**src/rtl/multicycle_seq_rv32i.sv**
```systemverilog
// Multicycle RV32I sequencer: FETCH/DECODE/EXECUTE/MEM/WB control FSM.
// Drives memory, IR, register-file and PC strobes; counts retired instructions.
module multicycle_seq_rv32i (
  input  logic        clock,
  input  logic        reset,
  input  logic [6:0]  opcode,
  input  logic        cu_rdwrite,
  input  logic        mem_ready,
  output logic        ir_load,
  output logic        mem_req,
  output logic        mem_we,
  output logic        mem_addr_sel,
  output logic        rf_write,
  output logic        pc_write,
  output logic [2:0]  state,
  output logic        trap,
  output logic [31:0] instret
);

  typedef enum logic [2:0] {
    S_FETCH   = 3'd0,
    S_DECODE  = 3'd1,
    S_EXECUTE = 3'd2,
    S_MEM     = 3'd3,
    S_WB      = 3'd4,
    S_TRAP    = 3'd5
  } state_t;

  localparam logic [6:0] OP_R    = 7'h33;
  localparam logic [6:0] OP_I    = 7'h13;
  localparam logic [6:0] OP_LD   = 7'h03;
  localparam logic [6:0] OP_ST   = 7'h23;
  localparam logic [6:0] OP_BR   = 7'h63;
  localparam logic [6:0] OP_LUI  = 7'h37;
  localparam logic [6:0] OP_AUI  = 7'h17;
  localparam logic [6:0] OP_JAL  = 7'h6F;
  localparam logic [6:0] OP_JALR = 7'h67;

  state_t state_q;
  logic   op_legal;
  logic   op_mem;
  logic   op_store;

  // Classify the decoded opcode as a supported RV32I major opcode.
  always_comb begin
    op_legal = 1'b0;
    case (opcode)
      OP_R, OP_I, OP_LD, OP_ST, OP_BR,
      OP_LUI, OP_AUI, OP_JAL, OP_JALR: op_legal = 1'b1;
      default: op_legal = 1'b0;
    endcase
  end

  assign op_store = (opcode == OP_ST);
  assign op_mem   = (opcode == OP_LD) || op_store;

  // Sequencer state and retired-instruction counter.
  always_ff @(posedge clock) begin
    if (reset) begin
      state_q <= S_FETCH;
      instret <= 32'd0;
    end else begin
      case (state_q)
        S_FETCH: begin
          if (mem_ready) state_q <= S_DECODE;
        end
        S_DECODE: begin
          state_q <= op_legal ? S_EXECUTE : S_TRAP;
        end
        S_EXECUTE: begin
          state_q <= op_mem ? S_MEM : S_WB;
        end
        S_MEM: begin
          if (mem_ready) state_q <= S_WB;
        end
        S_WB: begin
          state_q <= S_FETCH;
          instret <= instret + 32'd1;
        end
        S_TRAP: begin
          state_q <= S_TRAP;
        end
        default: begin
          state_q <= S_FETCH;
        end
      endcase
    end
  end

  assign state        = state_q;
  assign ir_load      = (state_q == S_FETCH) && mem_ready;
  assign mem_req      = (state_q == S_FETCH) || (state_q == S_MEM);
  assign mem_addr_sel = (state_q == S_MEM);
  assign mem_we       = (state_q == S_MEM) && op_store;
  assign rf_write     = (state_q == S_WB) && cu_rdwrite;
  assign pc_write     = (state_q == S_WB);
  assign trap         = (state_q == S_TRAP);

endmodule

```
**config.mk**
```make
export PLATFORM = sky130hd
export DESIGN_NAME = multicycle_seq_rv32i
export DESIGN_NICKNAME = d
export VERILOG_FILES = /design/src/rtl/multicycle_seq_rv32i.sv
export SDC_FILE = /design/constraint.sdc
export NUM_CORES = 1
export LEC_CHECK = 0
export CORE_AREA = 2 2 63 65
export CTS_BUF_LIST = sky130_fd_sc_hd__clkbuf_8 sky130_fd_sc_hd__clkbuf_16
export DETAILED_ROUTE_END_ITERATION = 10
export DIE_AREA = 0 0 65 67
export PLACE_DENSITY = 0.91
export SLEW_MARGIN = 20
export SYNTH_ARGS = -nofsm -noshare
export SYNTH_HDL_FRONTEND = slang
export SYNTH_SLANG_ARGS = --single-unit
```
**constraint.sdc**
```tcl
create_clock -name clock -period 5 [get_ports clock]
set_input_delay 1.5 -clock clock [delete_from_list [all_inputs] [get_ports clock]]
set_output_delay 1.5 -clock clock [all_outputs]
set_load 0.1 [all_outputs]
```
==> metrics.md <==
| Metric | Value |
|---|---|
| Status | `finished, final reports clean` |
| Fillers | `308` |
| Top-area cell type share of the netlist area | `0.385` |
| GP Congestion | `0.831` |
| Buf/Inv on CP | `2` |
| Post_cts resized | `0` |
| Post-layout util | `0.683` |
| PD cells | `230 mW/mm²` |
| Maximum clock frequency | `230 MHz` |
| CTS tree | `yes` |
| Global-route wire length before repair | `7310 µm` |
| HPWL after detailed placement | `3020 µm` |
| Critical Path RT | `3.50 ns` |
| Crit path cell chain | `clkdlybuf4s50_1 > or3_1 > nor4_4 > buf_12` |
| PortBufs | `52` |
| Row count | `22` |
| Clk_skew | `0.00193 ns` |
| Global route overflow | `0` |
| Kind of cell adding the most delay to the critical path | `simple AND/OR/NAND/NOR gates` |
| Crit path kind | `primary input to primary output` |
| Die width | `65 µm` |
| Post-synth EDFFs | `0` |
| Core Region | `0.00361 mm²` |
| CTS Buf Count | `5` |
| Main synth FF type | `dfxtp_1` |
| Final period util | `0.871` |
| Die ar. | `0.00436 mm²` |
| Vias/cell | `5.78` |
| MaxCap Viol Count | `0` |
| Hold_buf cts | `0` |
| Clk sink count | `35` |
| CP startpoint kind | `primary input` |
| Area grow syn2layout | `35.2%` |
| Avg Inst Size Synth | `8.21 µm²` |
| Skew-Pair Late Insertion Delay | `0.28 ns` |
| Fraction of registers with async set/reset | `0` |
| Number of global-route vias before repair | `1728` |
| Cell variety after synth | `39` |
| Element type at the critical path end | `primary output` |
| Nets@finish | `282` |
| Initial antenna violation count | `0` |
| Setup violators final | `0` |
| Die Height | `67 µm` |
| Worst rel slew slack | `0.346` |
| Yosys top cell by area | `dfxtp_1` |
| Clock-pin slew on the worst setup and hold paths | `0.07 ns` |
| Largest net degree at the start of global routing | `38` |
| TritonRoute pass-1 iters | `4` |
| #FFs+latches synth | `35` |
| Max-slew violation count | `0` |
| CTS root buf | `clkbuf_8` |
| Max Buffers Root-to-Sink | `2` |
| Final Hold Fails | `0` |
| RSZ-0062 raised after global routing | `no` |
| Worst-path fanout max | `3` |
| Worst EP arrival | `2.86 ns` |
| Post-layout min period | `4.36 ns` |
| Mapped Cells | `222` |
| Hold slack | `0.489 ns` |
| Post-Synthesis Cell Area | `0.00182 mm²` |
| Worst hold path type | `flop to flop` |
| Worst-margin pin slew | `0.979 ns` |
| Detailed Route WL | `4320 µm` |
| Share of layout cells above drive strength 1 | `0.0667` |
| Initial DRC count | `89` |
| Max rail drop VDD | `0.142 mV` |
| Htree depth | `2` |
| Post-CTS Setup Inserts | `0` |
| Post-synthesis sequential area ratio | `0.385` |
| Post-Syn Nets | `234` |
| Drc violations | `0` |
| Gr usage total | `0.213` |
| Leakage | `0.000773 µW` |
| Largest cells by area after synthesis | `dfxtp_1, a21oi_1, or4_1` |
| WL/cell | `13.6 µm` |
| CP max-delay cell | `clkdlybuf4s50_1` |
| Synth Warn # | `0` |
| Diode count | `0` |
| Via count | `1838` |
| Routed Antenna Nets | `0` |
| Initial core utilization | `0.505` |
| Critical Path Max Stage Delay | `0.43 ns` |
| IO Count | `53` |
[metal layers]
| layer | GRT usage | share of wire | routed length [µm] |
|---|---|---|---|
| met1 | 0.235 | 0.46 | 1970 |
| met2 | 0.393 | 0.49 | 2120 |
| met3 | 0.0574 | 0.038 | 165 |
| met4 | 0.0718 | 0.016 | 68 |
| met5 | 0 | 0 | 0 |
[cell usage after synthesis (3+ instances only)]
master    count
clkbuf_1      7
nor3_1        7
xnor2_1       7
or3_1         9
nand2_1      17
nand4_1       9
and4_1        3
or4_1        12
nand3_1       8
xor2_1        4
o31ai_1      10
buf_2         3
and3_1        3
nand2b_1      3
nor3b_1       3
nor2_1       19
inv_1         7
nor4_1        4
dfxtp_1      35
a21oi_1      20
o21ai_0       8
[logic make-up after synthesis]
group,share of synthesized area
xor+xnor,0.0529
fa+ha+maj,0.00687
simple gates,0.330
mux,0.0172
flops,0.385
buf+inv,0.0495
compound gates,0.159
[tightest hold or removal path, delay by kind of cell (launching register included)]
kind	cells	cell delay, ns
compound gates	2	0.11
flops	1	0.33
[through the flow]
step	cells	TNS [ns]	setup WS, ns	instance area (µm²)	power (µW)
2_1_floorplan	222	-0.0595	-0.0595	1850	346
3_3_place_gp	311	0	0.660	2380	366
3_5_place_dp	311	0	0.645	2380	367
4_1_cts	318	0	0.645	2460	571
5_1_grt	318	0	0.618	2460	587
6_report	318	0	0.644	2460	565
[sequential cells by signal, summed over array words and instances, names as in the netlist]
name and count:
instret 32, state 3
[where the power goes]
part           switching (µW)  leakage, µW  internal [µW]
Clock                    96.9    0.0000470            108
Sequential               5.73     0.000282            281
Combinational            51.1     0.000444           23.1
[cell type report]
class	instances	area, µm²	share of cell area
Sequential cell	35	701	0.284
Multi-Input combinational cell	168	1060	0.429
Timing Repair Buffer	53	533	0.216
Clock buffer	6	82.6	0.0335
Clock inverter	1	5.00	0.00203
Tap cell	48	60.1	0.0244
Inverter	7	26.3	0.0107
[final timing paths]
check	from	end	slack [ns]	cells past startpoint
max	opcode[2]	mem_we	0.64	4
min	instret[19]$_SDFFE_PP0P_	instret[19]$_SDFFE_PP0P_	0.49	2
max reg2reg	state[0]$_SDFFE_PP0P_	instret[28]$_SDFFE_PP0P_	2.40	4
min reg2reg	instret[19]$_SDFFE_PP0P_	instret[19]$_SDFFE_PP0P_	0.49	2
[layout by cell type (no fill, tap or decap), types with 2 or more instances in the layout]
master and instances:
and3_1 3, nand2b_1 3, or3_1 9, and2_1 2
clkbuf_8 6, mux2i_1 2, or4_1 12, a22oi_1 2
nor2b_1 2, inv_1 7, nor2_1 19, o21ai_0 8
dfxtp_1 35, a21oi_1 20, nor4_1 3, nand4_1 9
o31ai_1 10, clkdlybuf4s50_1 49, nand3_1 8, buf_4 3
xor2_1 4, nor3_1 6, nand2_1 17, a211oi_1 2
and4_1 3, nor3b_1 2, xnor2_1 7
No activity file was read; power rests on OpenSTA's default activity.
